[src/rtl/vga_sync_gen_pkg.sv]
// Shared VGA timing definitions: per-axis timing record, standard mode constants
// and a helper for the total period of an axis.
package vga_timing_pkg;

    typedef struct packed {
        logic [15:0] active;
        logic [15:0] fp;
        logic [15:0] sync;
        logic [15:0] bp;
        logic        pol;
    } vga_axis_t;

    localparam vga_axis_t VGA_640X480_60_H =
        '{active: 16'd640, fp: 16'd16, sync: 16'd96, bp: 16'd48, pol: 1'b0};
    localparam vga_axis_t VGA_640X480_60_V =
        '{active: 16'd480, fp: 16'd10, sync: 16'd2, bp: 16'd33, pol: 1'b0};
    localparam vga_axis_t VGA_800X600_72_H =
        '{active: 16'd800, fp: 16'd56, sync: 16'd120, bp: 16'd64, pol: 1'b1};
    localparam vga_axis_t VGA_800X600_72_V =
        '{active: 16'd600, fp: 16'd37, sync: 16'd6, bp: 16'd23, pol: 1'b1};

    function automatic int unsigned axis_total(input vga_axis_t a);
        return 32'(a.active) + 32'(a.fp) + 32'(a.sync) + 32'(a.bp);
    endfunction

endpackage

[src/rtl/vga_sync_gen_if.sv]
// Raster timing bundle produced by vga_sync_gen and consumed by the pixel renderers.
interface vga_sync_gen_if #(
    parameter int CNT_W = 10
);
    logic [CNT_W-1:0] cntHorizontal;
    logic [CNT_W-1:0] cntVertical;
    logic             pix_tick;
    logic             hsync;
    logic             vsync;
    logic             video_on;
    logic             line_end;
    logic             frame_end;

    modport master (
        output cntHorizontal, cntVertical, pix_tick, hsync, vsync,
               video_on, line_end, frame_end
    );

    modport slave (
        input  cntHorizontal, cntVertical, pix_tick, hsync, vsync,
               video_on, line_end, frame_end
    );
endinterface

[src/rtl/vga_axis_counter.sv]
// One raster axis: wrapping position counter, registered sync decode and
// combinational active/wrap decodes.
module vga_axis_counter #(
    parameter int CNT_W  = 10,
    parameter int ACTIVE = 640,
    parameter int FP     = 16,
    parameter int SYNC   = 96,
    parameter int BP     = 48,
    parameter bit POL    = 1'b0
) (
    input  logic             Clk,
    input  logic             Reset,
    input  logic             advance,
    output logic [CNT_W-1:0] count,
    output logic             wrap,
    output logic             sync_q,
    output logic             active
);
    localparam int TOTAL = ACTIVE + FP + SYNC + BP;
    localparam logic [CNT_W-1:0] LAST       = CNT_W'(TOTAL - 1);
    localparam logic [CNT_W-1:0] SYNC_FIRST = CNT_W'(ACTIVE + FP);
    localparam logic [CNT_W-1:0] SYNC_LAST  = CNT_W'(ACTIVE + FP + SYNC - 1);
    localparam logic [CNT_W-1:0] ACTIVE_END = CNT_W'(ACTIVE);

    if (SYNC < 1) begin : g_bad_sync
        $error("vga_axis_counter: SYNC must be at least 1");
    end

    logic [CNT_W-1:0] count_reg, count_next;
    logic             sync_reg, sync_next;
    logic             last;

    always_comb begin
        last       = (count_reg == LAST);
        count_next = count_reg;
        if (advance) begin
            count_next = last ? '0 : count_reg + 1'b1;
        end
        // Decoded from the current count, so sync lags the counter by one Clk.
        sync_next = ((count_reg >= SYNC_FIRST) && (count_reg <= SYNC_LAST)) ? POL : ~POL;
    end

    always_ff @(posedge Clk) begin
        if (Reset) begin
            count_reg <= '0;
            sync_reg  <= ~POL;
        end else begin
            count_reg <= count_next;
            sync_reg  <= sync_next;
        end
    end

    assign count  = count_reg;
    assign sync_q = sync_reg;
    assign wrap   = last && advance;
    assign active = (count_reg < ACTIVE_END);

endmodule

[src/rtl/vga_sync_gen.sv]
// Parametrised VGA raster timing generator: pixel prescaler, chained horizontal
// and vertical axis counters, registered video_on and line/frame strobes.
module vga_sync_gen
    import vga_timing_pkg::*;
#(
    parameter int CLK_DIV  = 2,
    parameter int CNT_W    = 10,
    parameter int H_ACTIVE = int'(VGA_640X480_60_H.active),
    parameter int H_FP     = int'(VGA_640X480_60_H.fp),
    parameter int H_SYNC   = int'(VGA_640X480_60_H.sync),
    parameter int H_BP     = int'(VGA_640X480_60_H.bp),
    parameter int V_ACTIVE = int'(VGA_640X480_60_V.active),
    parameter int V_FP     = int'(VGA_640X480_60_V.fp),
    parameter int V_SYNC   = int'(VGA_640X480_60_V.sync),
    parameter int V_BP     = int'(VGA_640X480_60_V.bp),
    parameter bit HS_POL   = VGA_640X480_60_H.pol,
    parameter bit VS_POL   = VGA_640X480_60_V.pol
) (
    input  logic           Clk,
    input  logic           Reset,
    vga_sync_gen_if.master vga
);
    localparam vga_axis_t H_CFG = '{active: 16'(H_ACTIVE), fp: 16'(H_FP),
                                    sync: 16'(H_SYNC), bp: 16'(H_BP), pol: HS_POL};
    localparam vga_axis_t V_CFG = '{active: 16'(V_ACTIVE), fp: 16'(V_FP),
                                    sync: 16'(V_SYNC), bp: 16'(V_BP), pol: VS_POL};

    if (CLK_DIV < 1) begin : g_bad_div
        $error("vga_sync_gen: CLK_DIV must be at least 1");
    end
    if (axis_total(H_CFG) > (32'd1 << CNT_W)) begin : g_bad_htotal
        $error("vga_sync_gen: H_TOTAL exceeds 2**CNT_W");
    end
    if (axis_total(V_CFG) > (32'd1 << CNT_W)) begin : g_bad_vtotal
        $error("vga_sync_gen: V_TOTAL exceeds 2**CNT_W");
    end

    // A one-bit prescaler that never leaves 0 gives a constant pix_tick at CLK_DIV = 1.
    localparam int PW = (CLK_DIV > 1) ? $clog2(CLK_DIV) : 1;
    localparam logic [PW-1:0] PRE_LAST = PW'(CLK_DIV - 1);

    logic [PW-1:0]    presc_reg, presc_next;
    logic             pix_tick;
    logic [CNT_W-1:0] h_count, v_count;
    logic             h_wrap, v_wrap;
    logic             h_sync_q, v_sync_q;
    logic             h_active, v_active;
    logic             video_on_reg, line_end_reg, frame_end_reg;

    assign pix_tick = (presc_reg == PRE_LAST);

    always_comb begin
        presc_next = pix_tick ? '0 : presc_reg + 1'b1;
    end

    vga_axis_counter #(
        .CNT_W (CNT_W), .ACTIVE(H_ACTIVE), .FP(H_FP), .SYNC(H_SYNC), .BP(H_BP), .POL(HS_POL)
    ) u_hor (
        .Clk    (Clk),
        .Reset  (Reset),
        .advance(pix_tick),
        .count  (h_count),
        .wrap   (h_wrap),
        .sync_q (h_sync_q),
        .active (h_active)
    );

    vga_axis_counter #(
        .CNT_W (CNT_W), .ACTIVE(V_ACTIVE), .FP(V_FP), .SYNC(V_SYNC), .BP(V_BP), .POL(VS_POL)
    ) u_ver (
        .Clk    (Clk),
        .Reset  (Reset),
        .advance(h_wrap),
        .count  (v_count),
        .wrap   (v_wrap),
        .sync_q (v_sync_q),
        .active (v_active)
    );

    always_ff @(posedge Clk) begin
        if (Reset) begin
            presc_reg     <= '0;
            video_on_reg  <= 1'b0;
            line_end_reg  <= 1'b0;
            frame_end_reg <= 1'b0;
        end else begin
            presc_reg     <= presc_next;
            video_on_reg  <= h_active && v_active;
            line_end_reg  <= h_wrap;
            frame_end_reg <= v_wrap;
        end
    end

    assign vga.cntHorizontal = h_count;
    assign vga.cntVertical   = v_count;
    assign vga.pix_tick      = pix_tick;
    assign vga.hsync         = h_sync_q;
    assign vga.vsync         = v_sync_q;
    assign vga.video_on      = video_on_reg;
    assign vga.line_end      = line_end_reg;
    assign vga.frame_end     = frame_end_reg;

endmodule
[src/flat_wrapper.sv]
// flat-port wrapper written by rule: the top's interface ports become plain ports
module vga_sync_gen_flat import vga_timing_pkg::*;
#(
    parameter int CLK_DIV  = 2,
    parameter int CNT_W    = 10,
    parameter int H_ACTIVE = int'(VGA_640X480_60_H.active),
    parameter int H_FP     = int'(VGA_640X480_60_H.fp),
    parameter int H_SYNC   = int'(VGA_640X480_60_H.sync),
    parameter int H_BP     = int'(VGA_640X480_60_H.bp),
    parameter int V_ACTIVE = int'(VGA_640X480_60_V.active),
    parameter int V_FP     = int'(VGA_640X480_60_V.fp),
    parameter int V_SYNC   = int'(VGA_640X480_60_V.sync),
    parameter int V_BP     = int'(VGA_640X480_60_V.bp),
    parameter bit HS_POL   = VGA_640X480_60_H.pol,
    parameter bit VS_POL   = VGA_640X480_60_V.pol
)
  (Clk, Reset, vga_cntHorizontal, vga_cntVertical, vga_pix_tick, vga_hsync, vga_vsync, vga_video_on, vga_line_end, vga_frame_end);
  vga_sync_gen_if #(.CNT_W(CNT_W)) vga_i ();
  input  logic Clk;
  input  logic Reset;
  output wire logic [$bits(vga_i.cntHorizontal)-1:0] vga_cntHorizontal;
  output wire logic [$bits(vga_i.cntVertical)-1:0] vga_cntVertical;
  output wire logic [$bits(vga_i.pix_tick)-1:0] vga_pix_tick;
  output wire logic [$bits(vga_i.hsync)-1:0] vga_hsync;
  output wire logic [$bits(vga_i.vsync)-1:0] vga_vsync;
  output wire logic [$bits(vga_i.video_on)-1:0] vga_video_on;
  output wire logic [$bits(vga_i.line_end)-1:0] vga_line_end;
  output wire logic [$bits(vga_i.frame_end)-1:0] vga_frame_end;
  assign vga_cntHorizontal = vga_i.cntHorizontal;
  assign vga_cntVertical = vga_i.cntVertical;
  assign vga_pix_tick = vga_i.pix_tick;
  assign vga_hsync = vga_i.hsync;
  assign vga_vsync = vga_i.vsync;
  assign vga_video_on = vga_i.video_on;
  assign vga_line_end = vga_i.line_end;
  assign vga_frame_end = vga_i.frame_end;
  vga_sync_gen #(.CLK_DIV(CLK_DIV), .CNT_W(CNT_W), .H_ACTIVE(H_ACTIVE), .H_FP(H_FP), .H_SYNC(H_SYNC), .H_BP(H_BP), .V_ACTIVE(V_ACTIVE), .V_FP(V_FP), .V_SYNC(V_SYNC), .V_BP(V_BP), .HS_POL(HS_POL), .VS_POL(VS_POL)) u_core (.Clk(Clk), .Reset(Reset), .vga(vga_i));
endmodule
[config.mk]
export PLATFORM = sky130hd
export DESIGN_NAME = vga_sync_gen_flat
export DESIGN_NICKNAME = d
export VERILOG_FILES = /design/src/rtl/vga_sync_gen_pkg.sv /design/src/rtl/vga_sync_gen_if.sv /design/src/rtl/vga_axis_counter.sv /design/src/rtl/vga_sync_gen.sv /design/src/flat_wrapper.sv
export SDC_FILE = /design/constraint.sdc
export NUM_CORES = 1
export LEC_CHECK = 0
export CAP_MARGIN = 40
export CORE_MARGIN = 1.5
export CORE_UTILIZATION = 35
export DETAILED_ROUTE_END_ITERATION = 12
export GPL_ROUTABILITY_DRIVEN = 0
export PLACE_DENSITY = 0.61
export SLEW_MARGIN = 20
export SYNTH_ARGS = -nofsm -noshare
export SYNTH_HDL_FRONTEND = slang
export SYNTH_SLANG_ARGS = --single-unit
export TNS_END_PERCENT = 5
[constraint.sdc]
create_clock -name Clk -period 2.5 [get_ports Clk]
set_input_delay 0.75 -clock Clk [delete_from_list [all_inputs] [get_ports Clk]]
set_output_delay 0.75 -clock Clk [all_outputs]
set_load 0.05 [all_outputs]
# Word level (Yosys, flattened, before mapping)
# Index checks and enable logic that the tools add are counted.
# word_totals
regBits	26
latchBits	0
mem_bits_rw	0
mem_bits_ro	0
inputBits	2
output_inout_bits	26
word_cells	29
mem_count	0
# classes
addsub	3
n_mul	0
div_mod_pow	0
n_lt_le_gt_ge	6
n_eq_ne	2
shifts	0
muxes	4
n_bitwise	0
reduce_logical	6
# ops
operator	count
$add 10x1->10 const B	2
$eq 10x10->1 const B	2
$mux 10	2
$ge 10x10->1 const B	1
$ge 10x9->1 const B	1
$le 10x10->1 const B	1
$le 10x9->1 const B	1
$lt 10x10->1 const B	1
$lt 10x9->1 const B	1
$logic_and 1x1->1	5
$mux 1	2
$reduce_or 2->1	1
$add 1x1->1 const B	1

# Logic depth before layout (Yosys ltp)
# Gate-level depths: netlist (run 1).
# depth
ltp_word	3
depth_mapped	6
mapped_depth_nobuf	6

# By module
# Synthesis (run 1) repeated with hierarchy kept, for this count alone.
# hier_totals
cells_unflattened	131
area_unflattened_um2	1228.7
# by_module_without_submodules
mod	n_inst	cells_per_inst	area_each_um2	seq_area_each_um2
vga_axis_counter at u_core.u_hor	1	63	561.8	220.2
vga_axis_counter at u_core.u_ver	1	60	555.5	220.2
vga_sync_gen	1	8	111.4	80.1

# Worst setup path after synthesis (run 1)
# OpenSTA, ideal clock, no wires.
# synth_path
kind	register to register
startpoint	register u_core.u_hor.count_reg[0] (netlist: u_core.u_hor.count[0])
endpoint	register u_core.u_ver.count_reg[8] (netlist: u_core.u_ver.count[8])
setup_ns	0.115
arrival_time_ns	2.108
required_time_ns	2.385
slack_ns	0.277
stages_incl_launch_ff	7
path_buffers	1
synth_period_minus_slack_ns	2.223
path_cell_list	dfxtp_1 -> ha_1 -> nand4b_1 -> or3_4 -> buf_6 -> o31a_1 -> o21a_1
# synth_between
elab_chain_cells	2
# synth_rtl
element	line	text
start, declared	vga_axis_counter.sv:29	logic [CNT_W-1:0] count_reg, count_next;
start signal, assigned	vga_axis_counter.sv:48	count_reg <= count_next;
$eq 10x10->1	vga_axis_counter.sv:34	last = (count_reg == LAST);
$logic_and 1x1->1	vga_axis_counter.sv:55	assign wrap = last && advance;
end signal, assigned	vga_axis_counter.sv:48	
end, declared	vga_axis_counter.sv:29	
# Every way passes these cells.
# A chain may end at the register's enable or synchronous reset.

# Worst setup path after layout (run 1)
# layout_path
startpoint	register u_core.u_ver.count_reg[4] (netlist: u_core.u_ver.count[4])
endpoint	output vga_cntVertical[4]
# layout_rtl
element	line	text
end, declared	flat_wrapper.sv:22	output wire logic [$bits(vga_i.cntVertical)-1:0] vga_cntVertical;
# No word-level cell between the ends.

==> flow_metrics.env, run 1 <==
export IMPL_drv_slew=0
export IMPL_drc_errors=0
export IMPL_layout_min_cycle_time_ns=2.41
export IMPL_grt_pass1_wl_microns=4530
export IMPL_synth_common_cells="dfxtp_1, nand3_1, nor2_1, nand2_1, nand4_1"
export IMPL_status="complete, no violations"
export IMPL_ys_ff_latch=26
export IMPL_critical_path_buf_inv_count=1
export IMPL_final_area_sq_mm=0.00159
export IMPL_cts_max_path_buffers=2
export IMPL_via_per_inst=5.36
export IMPL_postSynthAreaPerCell_sq_um=8.85
export IMPL_final_setup_viol_count=0
export IMPL_critPathKind="flip-flop to output port"
export IMPL_wl_per_cell_microns=12.6
export IMPL_synth_top_family_by_area="simple AND/OR/NAND/NOR gates"
export IMPL_worstPathArrival_ns=1.66
export IMPL_syn_area_sq_mm=0.00122
export IMPL_core_area_sq_mm=0.00334
export IMPL_synthSimpleGateAreaFrac=0.288
export IMPL_die_height_microns=62.1
export IMPL_syn_inst=138
export IMPL_ios=28
export IMPL_cp_top_family="buffers and inverters"
export IMPL_period_share=0.964
export IMPL_relSlewSlack=0.635
export IMPL_clkLatencyLatePin_ns=0.31
export IMPL_portBuffers=27
export IMPL_finalClockSkew_ns=0.00315
export IMPL_ant_nets=0
export IMPL_cts_inserted_buffers=3
export IMPL_dpl_instance_area_sq_mm=0.00155
export IMPL_worstSetupStartpoint="u_core.u_ver.count[4]"
export IMPL_drt_initial_drc_count=53
export IMPL_r2r_start="u_core.u_hor.count[1]"
export IMPL_synth_nets=145
export IMPL_synth_top_cell_by_area="dfxtp_1"
export IMPL_irDropWorstVdd_uv=258
export IMPL_antenna_cells=0
export IMPL_hp_class="flip-flop to flip-flop"
export IMPL_synth_top_area_share=0.426
export IMPL_synth_seq_area_share=0.426
export IMPL_cts_hold_fix_buffers=0
export IMPL_clkTransAtPathRegs_ns=0.14
export IMPL_slowest_stage="clkdlybuf4s50_1"
export IMPL_power_leakage_nw=0.588
export IMPL_multi_input_area_sq_um=654
export IMPL_cap_violations=0
export IMPL_synthDistinctLibCells=38
export IMPL_num_nets_final=177
export IMPL_grt_max_degree=15
export IMPL_tritoncts="yes"
export IMPL_hold_start="u_core.u_hor.count[9]"
export IMPL_fp_dieW_microns=62.1
export IMPL_met3_usage=0.0393
export IMPL_worstPathMaxFanout=8
export IMPL_ys_async_sr_fraction=0
export IMPL_drt_pass1_iter_count=4
export IMPL_synth_edf_count=0
export IMPL_rsz0062_at_grt="false"
export IMPL_synth_fa_ha_area_frac=0.0512
export IMPL_regArea_sq_um=520
export IMPL_die_area_sq_mm=0.00385
export IMPL_cts_root_buf="clkbuf_4"
export IMPL_cp_num_cells=1
export IMPL_tightest_slew_ns=0.540
export IMPL_vias=1153
export IMPL_critPathMaxStageDelay_ns=0.86
export IMPL_nFillCells=329
export IMPL_cts_sinks=26
export IMPL_holdPathStages=2
export IMPL_grt_pass1_vias=1055
export IMPL_final_hold_violation_count=0
export IMPL_synth_most_common_cell="dfxtp_1"
export IMPL_grt_usage=0.159
export IMPL_syn_to_final_growth_pct=30.4
export IMPL_overflow=0
export IMPL_synth_mux_area_frac=0
export IMPL_reg2reg_depth=5
export IMPL_fmax_mhz=415
export IMPL_cp_end_kind="output port"
export IMPL_start_util=0.366
export IMPL_drive_above_1_share=0.0592
export IMPL_worstPathCellList="clkdlybuf4s50_1"
export IMPL_fin_tns_setup_ns=0
export IMPL_gr_usage_met1=0.179
export IMPL_p_per_area_mw_per_mm2=457
export IMPL_routed_wl_microns=2720
export IMPL_htreeDepth=1
export IMPL_total_power_mw=0.729
export IMPL_synth_xor_area_share=0.0645
export IMPL_busiest_layer="met2"
export IMPL_antenna_found_initial=0
export IMPL_synth_compound_area_frac=0.132
export IMPL_use_met2=0.287
export IMPL_cp_start_kind="flip-flop"
export IMPL_postCtsSetupBuffers=0
export IMPL_rows=21
export IMPL_synth_area_leaders="dfxtp_1, nand3_1, ha_1"
export IMPL_ys_dominant_reg_cell="dfxtp_1"
export IMPL_dp_hpwl_microns=2010
export IMPL_yosysWarnings=0
export IMPL_cp_data_required_time_ns=1.75
[final timing paths]
path	slack [ns]	to
setup / recovery	0.09	vga_cntVertical[4]
hold / removal	0.57	u_core.u_hor.sync_q
setup reg to reg	0.43	u_core.u_ver.count[9]
hold reg to reg	0.57	u_core.u_hor.sync_q
[repair_timing]
| item | 4_1_cts | 5_1_grt |
|---|---|---|
| endpoints found under the setup margin | 0 | 2 |
| resized for setup | 0 | 2 |
| endpoints found under the hold margin | 0 | 0 |
[cell families after synthesis]
family,count (synthesis)
AO/OA/AOI/OAI,23
XOR/XNOR,9
adder cells (fa/ha/maj),5
buffers and inverters,10
flip-flops,26
AND/OR/NAND/NOR,65
[cell usage in the layout, fill, tap and decap left out, types with 3 or more instances in the layout]
cell type | netlist | routed
o21ai_0 | 5 | 5
ha_1 | 5 | 5
and3_1 | 3 | 3
inv_1 | 6 | 6
nand2_1 | 9 | 9
xor2_1 | 6 | 6
xnor2_1 | 3 | 3
o31ai_1 | 3 | 3
o211ai_1 | 5 | 5
buf_4 | 0 | 3
nand4_1 | 7 | 7
nand3_1 | 15 | 15
clkbuf_4 | 0 | 3
dfxtp_1 | 26 | 26
nor2_1 | 15 | 15
clkdlybuf4s50_1 | 0 | 25
[tightest hold or removal path, cell delays in order (launching register included)]
cell     delay, ns
dfxtp_1       0.38
nand2_1       0.08
or4_1         0.10
[layout make-up]
cell class | instances | share of cell area
Clock buffer | 4 | 0.0228
Multi-Input combinational cell | 102 | 0.411
Inverter | 7 | 0.0165
Timing Repair Buffer | 30 | 0.187
Tap cell | 46 | 0.0361
Sequential cell | 26 | 0.327
[routing by layer]
layer  vias to the layer above  share of wire
met5                         -              0
li1                        569              -
met3                         2          0.040
met1                       556           0.43
met4                         0         0.0081
met2                        26           0.52
[metrics by stage]
step / setup slack, ns / cells / hold WS [ns] / util
after floorplan: 0.277 / 138 / 0.722 / -
after global placement: 0.358 / 211 / 0.539 / 0.465
after detailed placement: 0.325 / 211 / 0.543 / 0.465
after CTS: 0.0526 / 215 / 0.557 / 0.476
after global routing: 0.00657 / 215 / 0.589 / 0.477
final: 0.0895 / 215 / 0.569 / 0.477
[power breakdown]
part | switching, mW | total [mW] | leakage (nW) | internal [mW]
sequential | 0.0118 | 0.435 | 0.211 | 0.423
combinational | 0.0533 | 0.0816 | 0.356 | 0.0283
clock | 0.123 | 0.212 | 0.0210 | 0.0889
(Power assumes the default switching activity.)
==> inputs of run 2 (changes only) <==
- GPL_ROUTABILITY_DRIVEN: 0 -> not set
- PLACE_DENSITY: 0.61 -> 0.57
- clock period: 2.5 -> 2.99 ns (I/O delays scaled with it)
==> flow_metrics.env, run 2 (synthesis results as in run 1) <==
export IMPL_fmax_mhz=372
export IMPL_drv_slew=0
export IMPL_p_switching_mw=0.155
export IMPL_start_util=0.366
export IMPL_internal_power_mw=0.423
export IMPL_cap_violations=0
export IMPL_period_share=0.899
export IMPL_cts_inserted_buffers=3
export IMPL_cts_resized=0
export IMPL_cp_end_kind="output port"
export IMPL_hold_start="u_core.u_hor.count[9]"
export IMPL_cts_hold_fix_buffers=0
export IMPL_finalClockSkew_ns=0.00667
export IMPL_cts_sinks=26
export IMPL_critPathKind="flip-flop to output port"
export IMPL_layout_commonest_cell="clkdlybuf4s50_1"
export IMPL_irDropWorstVdd_uv=172
export IMPL_cts_max_path_buffers=2
export IMPL_dp_hpwl_microns=2090
export IMPL_finalNonFillerCells=211
export IMPL_critPathMaxStageDelay_ns=0.89
export IMPL_tritoncts="yes"
export IMPL_num_nets_final=174
export IMPL_multi_input_area_sq_um=654
export IMPL_r2r_start="u_core.u_hor.count[0]"
export IMPL_worstPathMaxFanout=10
export IMPL_routed_wl_microns=2820
export IMPL_ant_nets=0
export IMPL_overflow=0
export IMPL_power_leakage_nw=0.532
export IMPL_critical_path_buf_inv_count=1
export IMPL_grt_max_degree=14
export IMPL_postCtsSetupBuffers=0
export IMPL_grt_pass1_vias=1052
export IMPL_ios=28
export IMPL_power_frac_clock=0.256
export IMPL_hold_ws_ns=0.568
export IMPL_rsz0062_at_grt="false"
export IMPL_hp_class="flip-flop to flip-flop"
export IMPL_slowest_stage="clkdlybuf4s50_1"
export IMPL_clkTransAtPathRegs_ns=0.14
export IMPL_worstPathArrival_ns=1.79
export IMPL_tightest_slew_ns=0.620
export IMPL_layout_min_cycle_time_ns=2.69
export IMPL_clkLatencyLatePin_ns=0.32
export IMPL_antenna_found_initial=0
export IMPL_gp_congestion=0.765
export IMPL_fp_dieW_microns=62.1
export IMPL_htreeDepth=1
export IMPL_grt_usage=0.161
export IMPL_die_height_microns=62.1
export IMPL_drc_errors=0
export IMPL_die_area_sq_mm=0.00385
export IMPL_regArea_sq_um=520
export IMPL_worstPathCellList="clkdlybuf4s50_1"
export IMPL_drive_above_1_share=0.0364
export IMPL_final_hold_violation_count=0
export IMPL_cp_data_required_time_ns=2.09
export IMPL_place_inst=208
export IMPL_portBuffers=27
export IMPL_vias=1139
export IMPL_drt_initial_drc_count=48
export IMPL_relSlewSlack=0.581
export IMPL_via_per_inst=5.40
export IMPL_core_area_sq_mm=0.00334
export IMPL_swShare=0.268
export IMPL_utilization=0.465
export IMPL_drt_pass1_iter_count=4
export IMPL_antenna_cells=0
export IMPL_cp_top_family="buffers and inverters"
export IMPL_fin_tns_setup_ns=0
export IMPL_p_per_area_mw_per_mm2=372
export IMPL_cts_root_buf="clkbuf_4"
export IMPL_cp_start_kind="flip-flop"
export IMPL_wl_per_cell_microns=13.4
export IMPL_grt_pass1_wl_microns=4640
export IMPL_nFillCells=333
export IMPL_seqPwrFrac=0.634
export IMPL_syn_to_final_growth_pct=27.0
export IMPL_status="complete, no violations"
export IMPL_power_frac_comb=0.110
export IMPL_worstSetupStartpoint="u_core.vga.pix_tick"
export IMPL_final_setup_viol_count=0
export IMPL_rows=21
export IMPL_layout_common_cells="clkdlybuf4s50_1, dfxtp_1, nand3_1, nor2_1, nand2_1"
-- run 2: changes by cell type in the layout (fill, tap and decap cells not counted), sizes merged --
cell           before  now
buf                 3    0
dlymetal6s2s        2    0
clkbuf              4    3
clkdlybuf4s50      25   27
-- run 2: path summary, 6_finish.rpt --
| kind | endpoint | slack, ns | cells after the start |
|---|---|---|---|
| max reg2reg | u_core.u_ver.count[3] | 0.74 | 5 |
| max | vga_pix_tick | 0.30 | 1 |
| min reg2reg | u_core.u_hor.sync_q | 0.57 | 2 |
| min | u_core.u_hor.sync_q | 0.57 | 2 |
-- run 2: metal layers --
metal | global-route usage | up-vias | part of all wire
li1 | - | 564 | -
met2 | 0.259 | 18 | 0.45
met4 | 0.0790 | 0 | 0.016
met1 | 0.210 | 552 | 0.50
met3 | 0.0228 | 5 | 0.028
met5 | 0 | - | 0
-- run 2: area by class of cell --
cell class / instances / share of cell area
flip-flops and latches: 26 / 0.335
repair buffers: 27 / 0.174
well taps: 46 / 0.0371
multi-input cells: 102 / 0.422
inverters: 7 / 0.0169
clock buffers: 3 / 0.0145
-- run 2: per-stage QoR --
stage	setup slack, ns	total power, mW	instance area [sq um]
2_1_floorplan	0.767	0.416	1220
3_3_place_gp	0.541	0.437	1530
3_5_place_dp	0.465	0.438	1530
4_1_cts	0.295	0.585	1550
5_1_grt	0.224	0.603	1550
6_report	0.302	0.578	1550
-- run 2: power groups by stage --
stage	Clock, mW	Combinational [mW]	Sequential, mW
after floorplan	0	0.0205	0.395
after global placement	0	0.0629	0.374
after detailed placement	0	0.0638	0.374
after CTS	0.154	0.0639	0.366
after global routing	0.166	0.0683	0.369
final	0.148	0.0633	0.366
